File: config.mk
export PLATFORM = sky130hd
export DESIGN_NAME = midi_msg_parser
export DESIGN_NICKNAME = d
export VERILOG_FILES = /design/src/rtl/midi_msg_parser.sv
export SDC_FILE = /design/constraint.sdc
export NUM_CORES = 1
export LEC_CHECK = 0
export ABC_CLOCK_PERIOD_IN_PS = 3800
export CORE_UTILIZATION = 35
export DETAILED_ROUTE_END_ITERATION = 10
export SLEW_MARGIN = 20
export SYNTH_ARGS = -nofsm -noshare
export SYNTH_HDL_FRONTEND = slang
export SYNTH_SLANG_ARGS = --single-unit
File: constraint.sdc
create_clock -name i_clk -period 3.8 [get_ports i_clk]
set_input_delay 0.95 -clock i_clk [delete_from_list [all_inputs] [get_ports i_clk]]
set_output_delay 0.95 -clock i_clk [all_outputs]
set_load 0.02 [all_outputs]
File: src/rtl/midi_msg_parser.sv
// MIDI channel-voice parser for the monophonic voice path.
// Tracks status and running status, filters on channel, drives note/gate/bend.
module midi_msg_parser #(
    parameter int CHANNEL = 0,
    parameter bit OMNI    = 1'b0
) (
    input  logic        i_clk,
    input  logic        i_rst_n,
    input  logic        i_byte_valid,
    input  logic [7:0]  i_byte,
    output logic [6:0]  o_note,
    output logic [6:0]  o_velocity,
    output logic        o_note_on,
    output logic        o_note_off,
    output logic        o_gate,
    output logic [13:0] o_bend
);

    typedef enum logic [1:0] {IDLE, D1, D2, SYSEX} state_t;

    localparam logic [3:0] CH = CHANNEL[3:0];

    state_t      state_q;
    logic [3:0]  type_q;
    logic        match_q;
    logic [6:0]  d1_q;
    logic [6:0]  note_q;
    logic [6:0]  vel_q;
    logic        on_q;
    logic        off_q;
    logic        gate_q;
    logic [13:0] bend_q;

    logic       is_data;
    logic       is_chan;
    logic       is_sys;
    logic       is_rt;
    logic       two_byte;
    logic       done;
    logic       fire;
    logic [6:0] m_d1;
    logic [6:0] m_d2;
    logic       on_d;
    logic       off_d;
    logic       bend_ld;

    // Classify the byte and decide whether it completes a message with an effect.
    always_comb begin
        is_data  = ~i_byte[7];
        is_rt    = &i_byte[7:3];
        is_sys   = (i_byte[7:3] == 5'b11110);
        is_chan  = i_byte[7] && (i_byte[7:4] != 4'hF);
        two_byte = (type_q != 4'hC) && (type_q != 4'hD);
        done     = i_byte_valid && is_data &&
                   (((state_q == D1) && !two_byte) || (state_q == D2));
        fire     = done && match_q;
        m_d1     = (state_q == D2) ? d1_q : i_byte[6:0];
        m_d2     = i_byte[6:0];
        on_d     = fire && (type_q == 4'h9) && (m_d2 != 7'd0);
        off_d    = fire && gate_q &&
                   ((((type_q == 4'h8) ||
                      ((type_q == 4'h9) && (m_d2 == 7'd0))) &&
                     (m_d1 == note_q)) ||
                    ((type_q == 4'hB) && (m_d1 == 7'd123)));
        bend_ld  = fire && (type_q == 4'hE);
    end

    // Message FSM with registered note, gate, strobe and bend outputs.
    always_ff @(posedge i_clk or negedge i_rst_n) begin
        if (!i_rst_n) begin
            state_q <= IDLE;
            type_q  <= 4'h0;
            match_q <= 1'b0;
            d1_q    <= 7'd0;
            note_q  <= 7'd0;
            vel_q   <= 7'd0;
            on_q    <= 1'b0;
            off_q   <= 1'b0;
            gate_q  <= 1'b0;
            bend_q  <= 14'h2000;
        end else begin
            on_q  <= on_d;
            off_q <= off_d;
            if (on_d) begin
                note_q <= m_d1;
                vel_q  <= m_d2;
                gate_q <= 1'b1;
            end
            if (off_d) begin
                gate_q <= 1'b0;
            end
            if (bend_ld) begin
                bend_q <= {m_d2, m_d1};
            end
            if (i_byte_valid) begin
                unique case (1'b1)
                    is_chan: begin
                        type_q  <= i_byte[7:4];
                        match_q <= OMNI || (i_byte[3:0] == CH);
                        state_q <= D1;
                    end
                    is_sys: begin
                        state_q <= (i_byte == 8'hF0) ? SYSEX : IDLE;
                    end
                    is_data: begin
                        case (state_q)
                            D1: begin
                                d1_q    <= i_byte[6:0];
                                state_q <= two_byte ? D2 : D1;
                            end
                            D2: state_q <= D1;
                            default: ;
                        endcase
                    end
                    is_rt: ;
                endcase
            end
        end
    end

    assign o_note     = note_q;
    assign o_velocity = vel_q;
    assign o_note_on  = on_q;
    assign o_note_off = off_q;
    assign o_gate     = gate_q;
    assign o_bend     = bend_q;

endmodule
==> impl_metrics.ini, run 1 <==
[sta]
hold_violations = 0
relSlewSlack_pct = 59.7
drv_slew = 0
setup_violations = 0
tns_ns = 0
min_period_ns = 2.71
period_share_pct = 71.4
worstMarginPinSlew_ns = 0.604
rsz0062_at_grt = false
clock.fmax_mhz = 369
skew_ns = 0.00756

[synth]
ys_ff_latch = 45
synthSimpleGateAreaFrac_pct = 12.3
synth_top_family_by_area = multiplexers
synth_fa_ha_area_share_pct = 1.23
yosysWarnings = 0
async_flop_share_pct = 100
netlist_instances = 164
synth_xor_area_share_pct = 3.01
synth_compound_area_share_pct = 7.73
yosysUniqueCellTypes = 37
syn_area_mm2 = 0.00204
synth_area_per_cell_um2 = 12.4
synth_seq_area_share_pct = 55.3
synth_edf_count = 0
synthMuxAreaShare_pct = 17.4
synth-main-ff-cell = dfrtp_1
syn_nets = 177

[clocking]
root_buffer = clkbuf_8
clock_latency_ns = 0.29
ctsHoldBuffers = 0
postCtsSetupRepairBufs = 0
cts_resized = 0
cts_made_buffers = 5
clk_pin_slew_ns = 0.08
cts.path.max_buffers = 2
cts_sinks = 45
cts_tree = built
h-tree-depth = 2

[grt]
grt_overflow = 0
grt_max_degree = 46
grt_pass1_vias = 1336
grt_pass1_wl_mm = 6.97
antenna_found_initial = 0
grt_usage_pct = 14.9

[drt]
viasPerCell = 4.86
drc_errors = 0
first_pass_iters = 4
final_antenna_net_count = 0
post_drt_wl_per_cell_um = 14.8
routed_wl_mm = 4.13
num_vias = 1356
drt_iter0_drc = 85

[die]
dieArea_mm2 = 0.00614
fp.dieW_um = 78.3
pin_count = 42
die_h_um = 78.3
num_rows = 27
start_util_pct = 36.6
core_area_mm2 = 0.00557

[final_layout]
post_route_cells_drive_above_1_share_pct = 18.4
diodes = 0
nNetsFinal = 220
nFillCells = 527
area_growth_pct = 26.6
final_area_mm2 = 0.00258

[critical_path]
crit_arrival_ns = 2.89
cp_max_fo = 22
start_kind = primary input
required_ns = 3.97
endpoint_kind = flip-flop
critical_path_class = in2reg

[pwr]
p_sw_share_pct = 29.1
peakVddDrop_mv = 0.213
power_frac_comb_pct = 23.9
p_leak_uw = 0.00115
intPower_uw = 823
power.share.clock_pct = 25.6
p_sw_uw = 338
p_seq_share_pct = 50.5
power_density_mw_per_mm2 = 450
power_uw = 1160

[hold_path]
hold_class = reg2reg

[placed_design]
gp_congestion = 0.754
port_buffers = 41
dp.final_hpwl_mm = 2.97
dpl_cell_area_mm2 = 0.00249

[flow_run]
drv_cap = 0

[run_status]
outcome = complete, no violations
-- sequential cells by signal, summed over array words and instances (netlist names) --
register    flops
o_note          7
type_q          4
o_bend         14
o_note_off      1
o_note_on       1
match_q         1
o_gate          1
d1_q            7
state_q         2
o_velocity      7
-- power groups by stage --
stage / sequential, uW / combinational [uW] / clock, uW
2_1_floorplan: 599 / 182 / 0
3_3_place_gp: 594 / 278 / 0
3_5_place_dp: 596 / 281 / 0
4_1_cts: 586 / 282 / 305
5_1_grt: 594 / 307 / 329
6_report: 586 / 278 / 297
-- area by class of cell --
cell class / instances / area [um^2] / area share, %
clock buffer: 7 / 86.3 / 3.34
inverter: 5 / 18.8 / 0.727
multi-input combinational: 109 / 851 / 33.0
sequential: 45 / 1130 / 43.7
tap: 72 / 90.1 / 3.49
timing repair buffer: 41 / 408 / 15.8
-- cells in the final DEF (no fill, tap or decap) --
cell type and n:
nor4_1 2, dfstp_2 1, nand3b_1 2, mux2_4 7
nand2_1 17, ha_1 2, mux2_2 16, and4_2 1
or2_2 1, nand3_1 2, clkbuf_8 6, and3_1 2
nor2b_4 1, nand4b_1 1, o21ai_0 16, clkdlybuf4s50_1 40
inv_2 1, o211a_1 1, nor2_1 6, inv_1 4
nor3_1 3, or3_4 1, buf_4 1, a32o_1 1
xor2_1 1, clkbuf_1 1, nand4_1 1, nor4_4 1
xnor2_1 6, a21boi_1 1, o22a_1 3, nand3_2 1
nand2b_1 2, a21oi_1 1, dfrtp_1 44, o22ai_1 1
a31oi_1 2, mux2i_1 7
-- cells in the mapped netlist, types with 2 or more instances --
library cell / count / area [um^2]
dfrtp_1: 44 / 1100
nand2_1: 17 / 63.8
mux2_2: 16 / 180
o21ai_0: 16 / 80.1
mux2_4: 7 / 105
mux2i_1: 7 / 70.1
nor2_1: 6 / 22.5
xnor2_1: 6 / 52.6
inv_1: 4 / 15.0
buf_6: 3 / 33.8
nor3_1: 3 / 15.0
o22a_1: 3 / 26.3
a31oi_1: 2 / 12.5
and3_1: 2 / 12.5
ha_1: 2 / 25.0
nand2b_1: 2 / 12.5
nand3_1: 2 / 10.0
nand3b_1: 2 / 15.0
nor4_1: 2 / 12.5
-- path summary, 6_finish.rpt --
check,slack (ns),cells after the start,end,startpoint
max in group asynchronous,2.77,1,o_bend[8]$_DFFE_PN0P_,i_rst_n
worst max register to register,1.41,6,o_velocity[4]$_DFFE_PN0P_,state_q[0]$_DFFE_PN0P_
min in group asynchronous,0.64,1,o_bend[7]$_DFFE_PN0P_,i_rst_n
worst min-delay path,0.48,2,o_bend[6]$_DFFE_PN0P_,o_bend[6]$_DFFE_PN0P_
worst min register to register,0.48,2,o_bend[6]$_DFFE_PN0P_,o_bend[6]$_DFFE_PN0P_
worst max-delay path,1.09,5,o_velocity[4]$_DFFE_PN0P_,i_byte[3]
-- worst max-delay path: stages --
cell	delay, ns
clkdlybuf4s50_1	0.61
nor4_4	0.42
a21boi_1	0.16
nand3_2	0.36
mux2_2	0.39
-- per-stage QoR --
stage	instances	worst slack, ns	util (%)	hold slack (ns)
CTS	279	1.08	46.3	0.488
floorplan	164	1.72	-	0.479
global route	279	0.931	46.3	0.507
finish	279	1.09	46.3	0.479
global placement	272	0.833	44.7	0.461
detailed placement	272	0.792	44.7	0.469
-- cell families after synthesis --
logic type                 after synthesis
buffers and inverters                   10
adders and majority gates                2
and+or+nand+nor                         44
DFF                                     45
AOI/OAI and AO/OA                       26
xor gates and xnor gates                 7
muxes                                   30
-- per-layer routing --
metal  track usage [%]  part of all wire [%]  vias to the layer above
li1                  -                     -                      666
met4              5.56                   1.3                        0
met1              21.6                    51                      659
met3              2.79                   2.7                        5
met5                 0                     0                        -
met2              21.8                    44                       26
Note: power is estimated with default switching activity, not from simulation.
==> inputs of run 2 (changes only) <==
- ABC_CLOCK_PERIOD_IN_PS: 3800 -> 2700
- clock period: 3.8 -> 2.7 ns (I/O delays scaled with it)
==> impl_metrics.ini, run 2 (same netlist as run 1, synthesis figures left out) <==
[die]
core_area_mm2 = 0.00557
fp.dieW_um = 78.3
start_util_pct = 36.6
num_rows = 27
die_h_um = 78.3
dieArea_mm2 = 0.00614
pin_count = 42

[final_layout]
post_route_cells_drive_above_1_share_pct = 23.9
area_growth_pct = 32.0
largest_reg_flops = 14
final_cell_mix = 44 x dfrtp_1, 40 x clkdlybuf4s50_1, 17 x nand2_1
final_common_cell = dfrtp_1
nNetsFinal = 235
final_area_mm2 = 0.00269
diodes = 0

[clocking]
postCtsSetupRepairBufs = 0
cts_resized = 0
h-tree-depth = 2
cts_sinks = 45
cts.path.max_buffers = 2
clk_pin_slew_ns = 0.08
cts_made_buffers = 5
root_buffer = clkbuf_8
cts_tree = built
clock_latency_ns = 0.29
ctsHoldBuffers = 0

[pwr]
peakVddDrop_mv = 0.334
p_seq_share_pct = 49.2
intPower_uw = 1190
power_frac_comb_pct = 25.8
p_sw_share_pct = 29.0
power.share.clock_pct = 25.0
p_sw_uw = 488
power_density_mw_per_mm2 = 625
p_leak_uw = 0.00122

[critical_path]
crit_arrival_ns = 2.44
r2r_cells = 8
critical_path_class = in2reg
cp_num_buf_inv = 1
crit_cells = 5
required_ns = 2.88
path_delay_family = simple AND/OR/NAND/NOR gates
critPathMaxStageDelay_ns = 0.54
crit_slowest_cell = clkdlybuf4s50_1
endpoint_kind = flip-flop
crit_chain = clkdlybuf4s50_1, nor4_4, a21boi_1, nand3_2, mux2_2
start_kind = primary input
cp_max_fo = 11

[flow_run]
drv_cap = 0

[sta]
rsz0062_at_grt = false
min_period_ns = 2.25
setup_violations = 0
worstMarginPinSlew_ns = 0.517
skew_ns = 0.00771
holdWs_ns = 0.267
period_share_pct = 83.5
tns_ns = 0
clock.fmax_mhz = 443
hold_violations = 0
drv_slew = 0
relSlewSlack_pct = 65.5

[grt]
grt_usage_pct = 16.4
grt_pass1_wl_mm = 7.66
grt_overflow = 0
grt_max_degree = 32
antenna_found_initial = 0
grt_pass1_vias = 1440

[placed_design]
port_buffers = 41
dpl_cell_area_mm2 = 0.00261
gp_congestion = 0.776
dp.final_hpwl_mm = 3.36

[drt]
first_pass_iters = 4
viasPerCell = 4.87
routed_wl_mm = 4.49
post_drt_wl_per_cell_um = 15.3
final_antenna_net_count = 0
drt_iter0_drc = 60
drc_errors = 0
num_vias = 1433

[run_status]
outcome = complete, no violations

[hold_path]
hold_class = in2async
## run 2: cell types whose count changed in the layout (fill, tap and decap cells not counted), sizes merged
cell / before / now
buf: 1 / 16
## run 2: routing by layer
layer,vias up,GRT usage (%),wire length [um]
li1,689,-,-
met1,704,23.8,2240
met2,35,23.9,2040
met3,5,3.72,150
met4,0,5.93,61
met5,-,0,0
## run 2: metrics by stage
step | setup WS, ns | instances | power, uW | utilization [%]
final | 0.445 | 294 | 1680 | 48.3
after floorplan | 0.891 | 164 | 1100 | -
after CTS | 0.430 | 294 | 1700 | 48.3
after global placement | 0.108 | 287 | 1270 | 46.7
after global routing | 0.311 | 294 | 1780 | 48.3
after detailed placement | 0.107 | 287 | 1280 | 46.7
## run 2: area by class of cell
cell class / count / area (um^2)
sequential: 45 / 1130
clock buffer: 7 / 86.3
inverter: 5 / 18.8
timing repair buffer: 56 / 518
multi-input combinational: 109 / 851
tap: 72 / 90.1
fill: 524 / 2880
## run 2: path summary, 6_finish.rpt
kind | startpoint | end | slack (ns)
min in group i_clk | o_bend[2]$_DFFE_PN0P_ | o_bend[2]$_DFFE_PN0P_ | 0.48
setup / recovery | i_byte[2] | o_velocity[2]$_DFFE_PN0P_ | 0.45
max in group asynchronous | i_rst_n | o_bend[13]$_DFFE_PN1P_ | 1.70
hold / removal | i_rst_n | o_bend[7]$_DFFE_PN0P_ | 0.27
setup reg to reg | state_q[0]$_DFFE_PN0P_ | o_gate$_DFFE_PN0P_ | 0.49
hold reg to reg | o_bend[2]$_DFFE_PN0P_ | o_bend[2]$_DFFE_PN0P_ | 0.48
## run 2: power groups by stage
stage / clock network (uW) / registers [uW] / logic [uW]
global route: 459 / 839 / 479
CTS: 434 / 827 / 439
detailed placement: 0 / 840 / 437
finish: 420 / 827 / 434
global placement: 0 / 837 / 434
floorplan: 0 / 843 / 256
==> inputs of run 3 (changes only) <==
- ABC_CLOCK_PERIOD_IN_PS: 2700 -> 1980
- clock period: 2.7 -> 1.98 ns (I/O delays scaled with it)
==> impl_metrics.ini, run 3 (same netlist as run 1, synthesis figures left out) <==
[die]
num_rows = 27
pin_count = 42
dieArea_mm2 = 0.00614
start_util_pct = 36.6
die_h_um = 78.3
fp.dieW_um = 78.3
core_area_mm2 = 0.00557

[final_layout]
final_cell_mix = 44 x dfrtp_1, 39 x clkdlybuf4s50_1, 32 x buf_4
final_common_cell = dfrtp_1
post_route_cells_drive_above_1_share_pct = 33.2
area_growth_pct = 42.6
largest_reg_flops = 14
nNetsFinal = 256
final_util_pct = 52.2
diodes = 0

[hold_path]
hold_class = in2async

[sta]
drv_slew = 0
clock.fmax_mhz = 522
hold_violations = 0
skew_ns = 0.0132
rsz0062_at_grt = true
setup_violations = 0
relSlewSlack_pct = 62.2
min_period_ns = 1.92
period_share_pct = 96.8
post-route-worst-setup-slack_ns = 0.0633
worstMarginPinSlew_ns = 0.567
holdWs_ns = 0.260

[drt]
num_vias = 1525
post_drt_wl_per_cell_um = 14.6
routed_wl_mm = 4.61
drt_iter0_drc = 115
drc_errors = 0
final_antenna_net_count = 0
viasPerCell = 4.83
first_pass_iters = 4

[placed_design]
port_buffers = 41
gp_congestion = 0.859
dp.final_hpwl_mm = 3.39
place_ws_ns = -0.308

[critical_path]
required_ns = 1.48
r2r_end = o_gate$_DFFE_PN0P_
r2r_slack_ns = 0.08
crit_chain = clkdlybuf4s50_1
r2r-start = state_q[0]$_DFFE_PN0P_
crit_arrival_ns = 1.42
start_kind = flip-flop
cp_max_fo = 2
crit_slowest_cell = clkdlybuf4s50_1
r2r_cells = 10
critPathMaxStageDelay_ns = 0.59
path_delay_family = buffers and inverters
cp_num_buf_inv = 1
endpoint_kind = primary output
critical_path_class = reg2out

[pwr]
power_uw = 2430
p_seq_share_pct = 46.6
peakVddDrop_mv = 0.395
p_sw_share_pct = 30.2
power_frac_comb_pct = 29.7
p_leak_uw = 0.00135
intPower_uw = 1700
power_density_mw_per_mm2 = 835
p_sw_uw = 733
power.share.clock_pct = 23.7

[clocking]
cts_tree = built
cts_made_buffers = 5
root_buffer = clkbuf_8
clock_latency_ns = 0.30
h-tree-depth = 2
clk_pin_slew_ns = 0.10
cts.path.max_buffers = 2
cts_sinks = 45

[flow_run]
drv_cap = 0

[grt]
grt_usage_pct = 16.6
grt_overflow = 0
grt_pass1_vias = 1494
antenna_found_initial = 0
grt_max_degree = 46
grt_pass1_wl_mm = 7.65

[run_status]
outcome = complete, no violations
-- run 3: cell types whose count changed in the layout (fill, tap and decap cells not counted), moves of 2 or more --
cell	delta
mux2i_1	-4
buf_12	+2
buf_4	+17
mux2i_2	+4
-- run 3: what timing repair did --
item	4_1_cts	5_1_grt
pin swaps	0	2
gates cloned	0	1
gates resized for setup	2	6
endpoints found under the setup margin	1	17
setup buffers	0	1
hold buffers	0	0
-- run 3: how the worst max path moves through the flow --
stage	start	endpoint	slack, ns	depth (start not counted)
finish	o_bend[13]$_DFFE_PN1P_	o_bend[13]	0.06	1
global route	state_q[0]$_DFFE_PN0P_	o_gate$_DFFE_PN0P_	-0.04	10
CTS	i_byte_valid	o_bend[7]$_DFFE_PN0P_	0.02	5
detailed placement	i_byte_valid	o_bend[8]$_DFFE_PN0P_	-0.31	5
global placement	i_byte_valid	o_bend[7]$_DFFE_PN0P_	-0.32	5
floorplan	state_q[0]$_DFFE_PN0P_	o_velocity[3]$_DFFE_PN0P_	0.25	8
-- run 3: power groups by stage --
stage	sequential [uW]	combinational, uW	clock [uW]
6_report	1130	720	576
3_3_place_gp	1140	674	0
3_5_place_dp	1140	688	0
5_1_grt	1150	786	641
4_1_cts	1130	699	599
2_1_floorplan	1150	349	0
-- run 3: metal layers --
layer	vias to the layer above	GRT usage, %	wire (um)
met5	-	0	0
met4	0	8.89	157
met3	11	2.21	145
met2	41	25.6	2160
met1	738	22.6	2140
li1	735	-	-
-- run 3: cell type report --
type	count	area (um^2)
fill	511	2670
sequential	45	1130
multi-input combinational	110	883
timing repair buffer	76	699
tap	72	90.1
clock buffer	5	68.8
clock inverter	3	21.3
inverter	5	18.8
-- run 3: metrics by stage --
stage / instances / instance area [um^2] / TNS, ns
global route: 316 / 2910 / -0.0377
finish: 316 / 2910 / 0
global placement: 306 / 2770 / -7.54
floorplan: 164 / 2040 / 0
CTS: 314 / 2870 / 0
detailed placement: 306 / 2770 / -7.65
